===== config.mk =====
export PLATFORM = sky130hd
export DESIGN_NAME = argmax_classifier
export DESIGN_NICKNAME = d
export VERILOG_FILES = /design/src/rtl/mnist_pkg.sv /design/src/rtl/argmax_classifier.sv
export SDC_FILE = /design/constraint.sdc
export NUM_CORES = 1
export LEC_CHECK = 0
export ABC_AREA = 1
export CAP_MARGIN = 20
export CORE_MARGIN = 3
export CORE_UTILIZATION = 64
export DETAILED_ROUTE_END_ITERATION = 16
export DONT_BUFFER_PORTS = 1
export PLACE_DENSITY = 0.8
export SLEW_MARGIN = 20
export SYNTH_ARGS = -nofsm -noshare
export SYNTH_HDL_FRONTEND = slang
export SYNTH_SLANG_ARGS = --single-unit

===== constraint.sdc =====
create_clock -name clk -period 2.9 [get_ports clk]
set_input_delay 0.435 -clock clk [delete_from_list [all_inputs] [get_ports clk]]
set_output_delay 0.435 -clock clk [all_outputs]
set_load 0.01 [all_outputs]

===== src/rtl/mnist_pkg.sv =====
// Shared types and sizing for the quantized MNIST inference datapath.
package mnist_pkg;

    localparam int DATA_W      = 16;
    localparam int NUM_CLASSES = 10;

    typedef logic signed [DATA_W-1:0] score_t;

    typedef enum logic {
        S_ACCUM = 1'b0,
        S_OUT   = 1'b1
    } argmax_state_e;

endpackage


===== src/rtl/argmax_classifier.sv =====
// Output-layer argmax: tracks the running max score per frame and reports
// the winning class, a frame-length error flag and a completed-frame count.
module argmax_classifier #(
    parameter int NUM_CLASSES = mnist_pkg::NUM_CLASSES,
    parameter int DATA_W      = mnist_pkg::DATA_W,
    localparam int IDX_W      = $clog2(NUM_CLASSES)
) (
    input  logic                     clk,
    input  logic                     rst,
    input  logic                     in_valid,
    output logic                     in_ready,
    input  logic signed [DATA_W-1:0] in_score,
    input  logic                     in_last,
    output logic                     out_valid,
    input  logic                     out_ready,
    output logic [IDX_W-1:0]         out_class,
    output logic signed [DATA_W-1:0] out_score,
    output logic                     out_err,
    output logic [15:0]              frame_cnt
);
    import mnist_pkg::*;

    argmax_state_e             state;
    logic [IDX_W-1:0]          idx;
    logic [IDX_W-1:0]          max_idx;
    logic signed [DATA_W-1:0]  max_score;

    logic                      accept;
    logic                      last_slot;
    logic                      frame_end;
    logic                      take;
    logic [IDX_W-1:0]          next_idx;
    logic signed [DATA_W-1:0]  next_score;

    assign in_ready  = (state == S_ACCUM);
    assign accept    = in_valid && in_ready;
    assign last_slot = (idx == IDX_W'(NUM_CLASSES - 1));
    assign frame_end = accept && (in_last || last_slot);

    // First beat always seeds; later beats need strictly greater so ties keep the lower index.
    assign take       = (idx == '0) || (in_score > max_score);
    assign next_idx   = take ? idx : max_idx;
    assign next_score = take ? in_score : max_score;

    always_ff @(posedge clk or posedge rst) begin
        if (rst) begin
            state     <= S_ACCUM;
            idx       <= '0;
            max_idx   <= '0;
            max_score <= '0;
            out_valid <= 1'b0;
            out_class <= '0;
            out_score <= '0;
            out_err   <= 1'b0;
            frame_cnt <= '0;
        end else begin
            unique case (state)
                S_ACCUM: begin
                    if (accept) begin
                        max_idx   <= next_idx;
                        max_score <= next_score;
                        if (frame_end) begin
                            out_class <= next_idx;
                            out_score <= next_score;
                            out_err   <= in_last ^ last_slot;
                            out_valid <= 1'b1;
                            idx       <= '0;
                            state     <= S_OUT;
                        end else begin
                            idx <= idx + IDX_W'(1);
                        end
                    end
                end
                S_OUT: begin
                    if (out_ready) begin
                        out_valid <= 1'b0;
                        frame_cnt <= frame_cnt + 16'd1;
                        state     <= S_ACCUM;
                    end
                end
                default: state <= S_ACCUM;
            endcase
        end
    end

endmodule


# Word-level counts from Yosys, hierarchy flattened
# Index checks and enable logic that the tools add are counted.
# Widths: inputs -> output; s select.
[totals] ram_bits=0 register_bits=63 output_inout_bits=39 input_bits=21 wordCells=38 latchBits=0 rom_bits=0 n_memories=0
[classes] div=0 bitwise_logic=2 addsub=2 mux=11 reduce_logical=9 order_cmp=1 n_eq_ne=4 shifts=0 multipliers=0
[ops] cell="$add 16x1->16 const B" n=1
[ops] cell="$gt 16x16->1" n=1
[ops] cell="$mux 16" n=1
[ops] cell="$mux 4" n=2
[ops] cell="$mux 1" n=6
[ops] cell="$reduce_and 3->1" n=2
[ops] cell="$add 4x1->4 const B" n=1
[ops] cell="$eq 4x4->1 const B" n=1
[ops] cell="$logic_not 4->1" n=1
[ops] cell="$ne 2x1->1 const B" n=2
[ops] cell="$pmux 1 s2" n=2
[ops] cell="$reduce_and 2->1" n=2
[ops] cell="$logic_and 1x1->1" n=2
[ops] cell="$logic_or 1x1->1" n=2
[ops] cell="$ne 2x2->1 const B" n=1
[ops] cell="$not 1->1" n=1
[ops] cell="$xor 1x1->1" n=1

# Logic depth before layout (Yosys ltp)
# Gate-level depths: netlist (run 1).
[logic_depth] ltp_word=6 depth_mapped=18 depth_no_buf=17

# Worst setup path after synthesis (run 1)
# OpenSTA, ideal clock, no wires.
[synth_timing] path_kind="input -> register" from="input in_score[15]" to="register out_score[6]" setup_time_ns=0.118 path_buffers=1 arrival_ns=1.784 path_slack_ns=0.998 t_required_ns=2.782 path_stages=12 cell_sequence="ha_1 > a21oi_1 > o21ai_1 > a21oi_2 > nand2_1 > nand2_2 > nand3_2 > nand2_4 > buf_6 > nand2_2 > nand3_1 > nand2_1"
[synth_via] elab_chain_cells=3
[synth_lines] element="from (decl)" line="argmax_classifier.sv:12" source="input logic signed [DATA_W-1:0] in_score,"
[synth_lines] element="$gt 16x16->1" line="argmax_classifier.sv:41" source="assign take = (idx == '0) || (in_score > max_score);"
[synth_lines] element="$logic_or 1x1->1" line="argmax_classifier.sv:41"
[synth_lines] element="$mux 16" line="argmax_classifier.sv:43" source="assign next_score = take ? in_score : max_score;"
[synth_lines] element="to (signal assigned)" line="argmax_classifier.sv:64" source="out_score <= next_score;"
[synth_lines] element="to (decl)" line="argmax_classifier.sv:17" source="output logic signed [DATA_W-1:0] out_score,"
# Every way passes these cells.
# A chain may end at the register's enable or synchronous reset.

# Worst setup path in the final report (run 1)
[layout_timing] from="register max_score[15]" to="register out_score[13]"
[layout_via] elab_chain_cells=3
[layout_lines] element="from (decl)" line="argmax_classifier.sv:26" source="logic signed [DATA_W-1:0] max_score;"
[layout_lines] element="from (signal assigned)" line="argmax_classifier.sv:61" source="max_score <= next_score;"
[layout_lines] element="$gt 16x16->1" line="argmax_classifier.sv:41"
[layout_lines] element="$logic_or 1x1->1" line="argmax_classifier.sv:41"
[layout_lines] element="$mux 16" line="argmax_classifier.sv:43"
# Every way passes these cells.

==> results of run 1 <==
## path summary, 6_finish.rpt
kind	to	slack (ns)	depth (start not counted)
worst min-delay path	state	0.18	1
min in group asynchronous	frame_cnt[15]	0.52	2
worst min register to register	max_idx[1]	0.48	2
worst max-delay path	out_score[13]	0.72	12
max in group asynchronous	out_score[5]	1.39	4
worst max register to register	out_score[13]	0.72	12
## registers in the layout, summed over array words and instances (netlist names)
signal     count
state          1
out_score     16
idx            4
max_idx        4
frame_cnt     16
out_valid      1
out_err        1
max_score     16
out_class      4
## logic make-up after synthesis
| logic type | synth area share, % |
|---|---|
| mux | 0.332 |
| compound gates | 2.10 |
| fa+ha+maj | 7.74 |
| flops | 46.4 |
| simple gates | 31.6 |
| buf+inv | 7.96 |
| xor+xnor | 3.87 |
## routing by layer
layer  vias to the layer above  share of wire (%)  GRT usage (%)
met4                         0                2.0           9.97
met2                        90                 47           40.9
met1                      1258                 44           34.0
met3                        13                7.2           7.60
met5                         -                  0              0
li1                       1323                  -              -
## report_power, final
part | switching, mW | total, mW | internal (mW)
Combinational | 0.872 | 1.34 | 0.470
Sequential | 0.323 | 1.52 | 1.20
Clock | 0.360 | 0.845 | 0.484
Total | 1.56 | 3.71 | 2.15
## layout by cell type (no fill, tap or decap), types with 3 or more instances in the layout
cell type	instances
sky130_fd_sc_hd__nand2_1	128
sky130_fd_sc_hd__inv_1	54
sky130_fd_sc_hd__a21oi_1	7
sky130_fd_sc_hd__o21ai_0	3
sky130_fd_sc_hd__xor2_1	10
sky130_fd_sc_hd__nor3_2	3
sky130_fd_sc_hd__buf_4	8
sky130_fd_sc_hd__nand3_1	62
sky130_fd_sc_hd__nand2_2	13
sky130_fd_sc_hd__xnor2_1	5
sky130_fd_sc_hd__clkbuf_8	9
sky130_fd_sc_hd__nand3_2	3
sky130_fd_sc_hd__ha_1	21
sky130_fd_sc_hd__dfrtp_1	63
sky130_fd_sc_hd__nand4_1	4
sky130_fd_sc_hd__nor2_1	13
## worst max-delay path: cells and delay by family, from the launching register on
kind,cells,cell delay [ns]
DFF,1,0.35
buffers and inverters,1,0.06
AOI/OAI and AO/OA,3,0.39
and+or+nand+nor,7,0.94
adders and majority gates,1,0.33
## layout make-up
cell class	instances	area, um2
Fill cell	354	1200
Inverter	55	206
Sequential cell	63	1580
Multi-Input combinational cell	284	1550
Clock inverter	7	97.6
Timing Repair Buffer	9	70.1
Clock buffer	9	124
Tap cell	67	83.8
## through the flow
stage | setup WS, ns | power, mW | std cells | cell area, um2
6_report | 0.723 | 3.71 | 494 | 3710
5_1_grt | 0.494 | 4.03 | 494 | 3710
4_1_cts | 0.744 | 3.73 | 494 | 3710
3_5_place_dp | 0.737 | 2.86 | 477 | 3470
3_3_place_gp | 0.802 | 2.80 | 477 | 3470
2_1_floorplan | 0.895 | 2.58 | 415 | 3390
==> impl_metrics.yaml, run 1 <==
global_routing:
  antenna_found_initial: 0
  grt_pass1_wl_um: 12700
  grt_max_degree: 36
  grt_use_total_pct: 26.0
  grt.overflow.total: 0
  grt_pass1_vias: 2765
floorplanning:
  placementRows: 25
  die_width_um: 78.8
  die_area_um2: 6210
  initial_utilization_pct: 69.1
  core_area_um2: 4910
  die_y_um: 78.8
  io_pins: 60
clocking:
  cts_root_buf: "sky130_fd_sc_hd__clkbuf_8"
  clk_pin_slew_ns: 0.07
  cts_resized: 0
  clock_path_buffers: 2
  cts.sinks: 63
  hold_buffers: 1
  tritoncts: "built"
  cts_buffers: 9
  h-tree-depth: 3
  clk_latency_ns: 0.35
  post_cts.repair.setup_buffers: 0
setup_path:
  timing.critical_path.arrival_ns: 2.41
  cp.required_ns: 3.13
  cp_slowest_stage_delay_ns: 0.35
  criticalPathCategory: "reg -> reg"
  timing.critical_path.mode_cell: "sky130_fd_sc_hd__nand2_1"
  timing.critical_path.cells: "inv_1 > ha_1 > a21oi_1 > o21ai_1 > a21oi_2 > nand2_1 > nand2_2 > nand3_2 > nand2_4 > nand2_1 > nand3_1 > nand2_1"
  critical_path.slowest_cell: "sky130_fd_sc_hd__dfrtp_1"
  worst-path-max-fanout: 18
  startpoint: "max_score[15]"
  regToRegStartpoint: "max_score[15]"
  timing.critical_path.from_type: "flip-flop"
  critPathCaptureType: "flip-flop"
timing:
  timing.clock.skew_ns: 0.0106
  relSlewSlack_pct: 48.2
  worst_hold_slack_ns: 0.179
  setup_viol: 0
  maxSlewViolCount: 0
  final-hold-violation-count: 0
  tightest_slew_ns: 0.776
  tns_setup_ns: 0
  final_worst_path_period_share_pct: 75.1
  final_period_minus_worst_setup_slack_ns: 2.18
  fmax_ghz: 0.459
  grt_setup_unrepaired: "no"
synth:
  synthFlopType: "sky130_fd_sc_hd__dfrtp_1"
  synthesis.area_um2: 3390
  synth_top_area_share_pct: 46.4
  synth.area.top_cells: "sky130_fd_sc_hd__dfrtp_1 (46%), sky130_fd_sc_hd__nand2_1 (14%), sky130_fd_sc_hd__nand3_1 (9.1%), sky130_fd_sc_hd__ha_1 (7.7%), sky130_fd_sc_hd__inv_1 (6.1%)"
  synth_cell_types: 28
  synth_seq_cells: 63
  yosys_synthesis_warning_count: 0
  share_of_synthesized_flip_flops_with_an_asynchronous_set_or_reset_pct: 100
  synthesis.instances: 415
  synth-edff-count: 0
  avgSynthCellArea_um2: 8.18
  synthTopCellsByCount: "sky130_fd_sc_hd__nand2_1 (128), sky130_fd_sc_hd__dfrtp_1 (63), sky130_fd_sc_hd__nand3_1 (62)"
  post-synth-top-area-cell: "sky130_fd_sc_hd__dfrtp_1"
  yosys.cell_count.top_type: "sky130_fd_sc_hd__nand2_1"
  synth_fp_nets: 457
  post_synthesis_sequential_area_ratio_pct: 46.4
job:
  maximum_capacitance_violations: 0
drt:
  drt_iter0_markers: 167
  detailedRoute.firstPassIterationCount: 5
  detailroute.via_count: 2684
  antenna_violating_nets_left: 0
  postRouteWirelength_um: 7160
  wl_per_cell_um: 14.5
  drt-vias-per-instance: 5.43
  drt_drc_violations_left: 0
finish:
  post_route_cells_drive_above_1_share_pct: 11.9
  n_antenna_cell: 0
  synth_to_layout_area_growth_pct: 9.18
  final_util_pct: 75.5
  finalNetCount: 464
pwr:
  ir_worst_vdd_v: 0.000847
  power_leakage_nw: 2.04
  power.density_cell_area_nw_per_um2: 1000
worst_hold_path:
  hold_class: "in -> reg"
  worstHoldStart: "out_ready"
placed_design:
  finalWeightedCongestion: 0.864
  placement.io_buffers: 0
  hpwlAfterDp_um: 4940
run_status:
  run_status: "finished clean"
(Power assumes the default switching activity.)
==> run 2: changes to the inputs <==
--- a/config.mk
+++ b/config.mk
@@ -8,10 +8,10 @@
 export ABC_AREA = 1
 export CAP_MARGIN = 20
 export CORE_MARGIN = 3
-export CORE_UTILIZATION = 64
+export CORE_UTILIZATION = 63
 export DETAILED_ROUTE_END_ITERATION = 16
 export DONT_BUFFER_PORTS = 1
-export PLACE_DENSITY = 0.8
+export PLACE_DENSITY = 0.79
 export SLEW_MARGIN = 20
 export SYNTH_ARGS = -nofsm -noshare
 export SYNTH_HDL_FRONTEND = slang
==> constraint.sdc (replaced) <==
create_clock -name clk -period 2.2 [get_ports clk]
set_input_delay 0.33 -clock clk [delete_from_list [all_inputs] [get_ports clk]]
set_output_delay 0.33 -clock clk [all_outputs]
set_load 0.01 [all_outputs]
==> impl_metrics.yaml, run 2 (synthesized netlist as in run 1, its figures left out) <==
finish:
  final_util_pct: 72.4
  synth_to_layout_area_growth_pct: 10.2
  biggestRegsByFlops: "frame_cnt: 16 flops, max_score: 16 flops, out_score: 16 flops"
  finalNetCount: 464
  n_antenna_cell: 0
  most_common_cell_after_layout_fill_and_taps_aside: "sky130_fd_sc_hd__nand2_1"
  mostFrequentLayoutCells: "sky130_fd_sc_hd__nand2_1 (128), sky130_fd_sc_hd__dfrtp_1 (63), sky130_fd_sc_hd__nand3_1 (62)"
  fillers: 389
  post_route_cells_drive_above_1_share_pct: 12.0
  layoutNonFillerInstCount: 496
clocking:
  h-tree-depth: 3
  cts_root_buf: "sky130_fd_sc_hd__clkbuf_8"
  cts_buffers: 9
  clock_path_buffers: 2
  post_cts.repair.setup_buffers: 0
  clk_latency_ns: 0.33
  clk_pin_slew_ns: 0.07
  tritoncts: "built"
  cts.sinks: 63
timing:
  setup_viol: 0
  grt_setup_unrepaired: "yes"
  timing.clock.skew_ns: 0.00829
  maxSlewViolCount: 0
  fmax_ghz: 0.487
  relSlewSlack_pct: 46.9
  final-hold-violation-count: 0
  final_worst_path_period_share_pct: 93.4
  final_period_minus_worst_setup_slack_ns: 2.05
  tightest_slew_ns: 0.796
  tns_setup_ns: 0
drt:
  drt-vias-per-instance: 5.43
  postRouteWirelength_um: 7120
  antenna_violating_nets_left: 0
  detailedRoute.firstPassIterationCount: 4
  drt_drc_violations_left: 0
  drt_iter0_markers: 167
  wl_per_cell_um: 14.4
  detailroute.via_count: 2694
setup_path:
  timing.critical_path.arrival_ns: 2.27
  criticalPathCategory: "reg -> reg"
  critPathCaptureType: "flip-flop"
  timing.critical_path.from_type: "flip-flop"
  worst-path-max-fanout: 18
  cp.required_ns: 2.41
floorplanning:
  die_area_um2: 6310
  initial_utilization_pct: 65.6
  die_y_um: 79.4
  io_pins: 60
  placementRows: 26
  core_area_um2: 5170
  die_width_um: 79.4
placed_design:
  finalWeightedCongestion: 0.853
  placement.io_buffers: 0
  post-place-cells: 480
  hpwlAfterDp_um: 4920
pwr:
  total_power_mw: 4.92
  power.density_cell_area_nw_per_um2: 1310
  ir_worst_vdd_v: 0.000677
  power_leakage_nw: 2.06
global_routing:
  grt_pass1_wl_um: 11900
  grt_max_degree: 48
  grt_pass1_vias: 2711
  antenna_found_initial: 0
  grt.overflow.total: 0
  grt_use_total_pct: 24.2
run_status:
  run_status: "finished clean"
worst_hold_path:
  hold_class: "in -> reg"
job:
  maximum_capacitance_violations: 0
## run 2: stage by stage
| step | hold slack [ns] | instance area [um2] | setup WS [ns] |
|---|---|---|---|
| 2_1_floorplan | 0.426 | 3390 | 0.300 |
| 3_3_place_gp | 0.208 | 3500 | 0.214 |
| 5_1_grt | 0.0941 | 3740 | -0.0295 |
| 6_report | 0.108 | 3740 | 0.146 |
| 3_5_place_dp | 0.218 | 3500 | 0.120 |
| 4_1_cts | 0.101 | 3710 | 0.0872 |
## run 2: worst paths after layout
| kind | depth (start not counted) | slack (ns) | from | endpoint |
|---|---|---|---|---|
| max | 14 | 0.15 | max_score[9] | out_score[8] |
| min | 1 | 0.11 | out_ready | state |
| max reg2reg | 14 | 0.15 | max_score[9] | out_score[8] |
| min reg2reg | 2 | 0.48 | max_idx[3] | max_idx[3] |
| max in group asynchronous | 3 | 1.20 | rst | max_score[5] |
| min in group asynchronous | 2 | 0.43 | rst | frame_cnt[14] |
## run 2: power breakdown
group / leakage [nW] / switching, mW / internal (mW)
registers: 0.803 / 0.426 / 1.58
logic: 1.15 / 1.21 / 0.702
clock network: 0.105 / 0.428 / 0.573
total: 2.06 / 2.06 / 2.86
## run 2: per-layer routing
layer	vias to the layer above	wire length, um	part of all wire [%]	GRT usage, %
met5	-	0	0	0
met4	0	114	1.6	11.5
met3	11	534	7.5	7.34
met2	90	3390	48	38.2
met1	1263	3080	43	30.4
li1	1330	-	-	-
## run 2: final cells by class
type | count | area [um2] | share of cell area [%]
inverter | 55 | 206 | 5.52
timing repair buffer | 9 | 103 | 2.74
tap | 70 | 87.6 | 2.34
clock inverter | 4 | 45.0 | 1.20
multi-input combinational | 284 | 1570 | 42.0
sequential | 63 | 1580 | 42.1
clock buffer | 11 | 151 | 4.05
## run 2: timing repair
item | 4_1_cts | 5_1_grt
setup endpoints to repair | 0 | 38
hold endpoints to repair | 16 | 0
hold buffers | 1 | 0
resized for setup | 0 | 6
## run 2: critical path, cell delays in order (launching register included)
cell                      delay [ns]
sky130_fd_sc_hd__dfrtp_1        0.36
sky130_fd_sc_hd__inv_1          0.06
sky130_fd_sc_hd__ha_1           0.31
sky130_fd_sc_hd__nand2_1        0.09
sky130_fd_sc_hd__nand2_1        0.05
sky130_fd_sc_hd__nand3_1        0.07
sky130_fd_sc_hd__nand2_1        0.06
sky130_fd_sc_hd__a21oi_2        0.17
sky130_fd_sc_hd__nand2_1        0.09
sky130_fd_sc_hd__nand2_2        0.10
sky130_fd_sc_hd__nand3_4        0.13
sky130_fd_sc_hd__nand2_8        0.18
sky130_fd_sc_hd__nand2_1        0.10
sky130_fd_sc_hd__nand3_1        0.08
sky130_fd_sc_hd__nand2_1        0.07
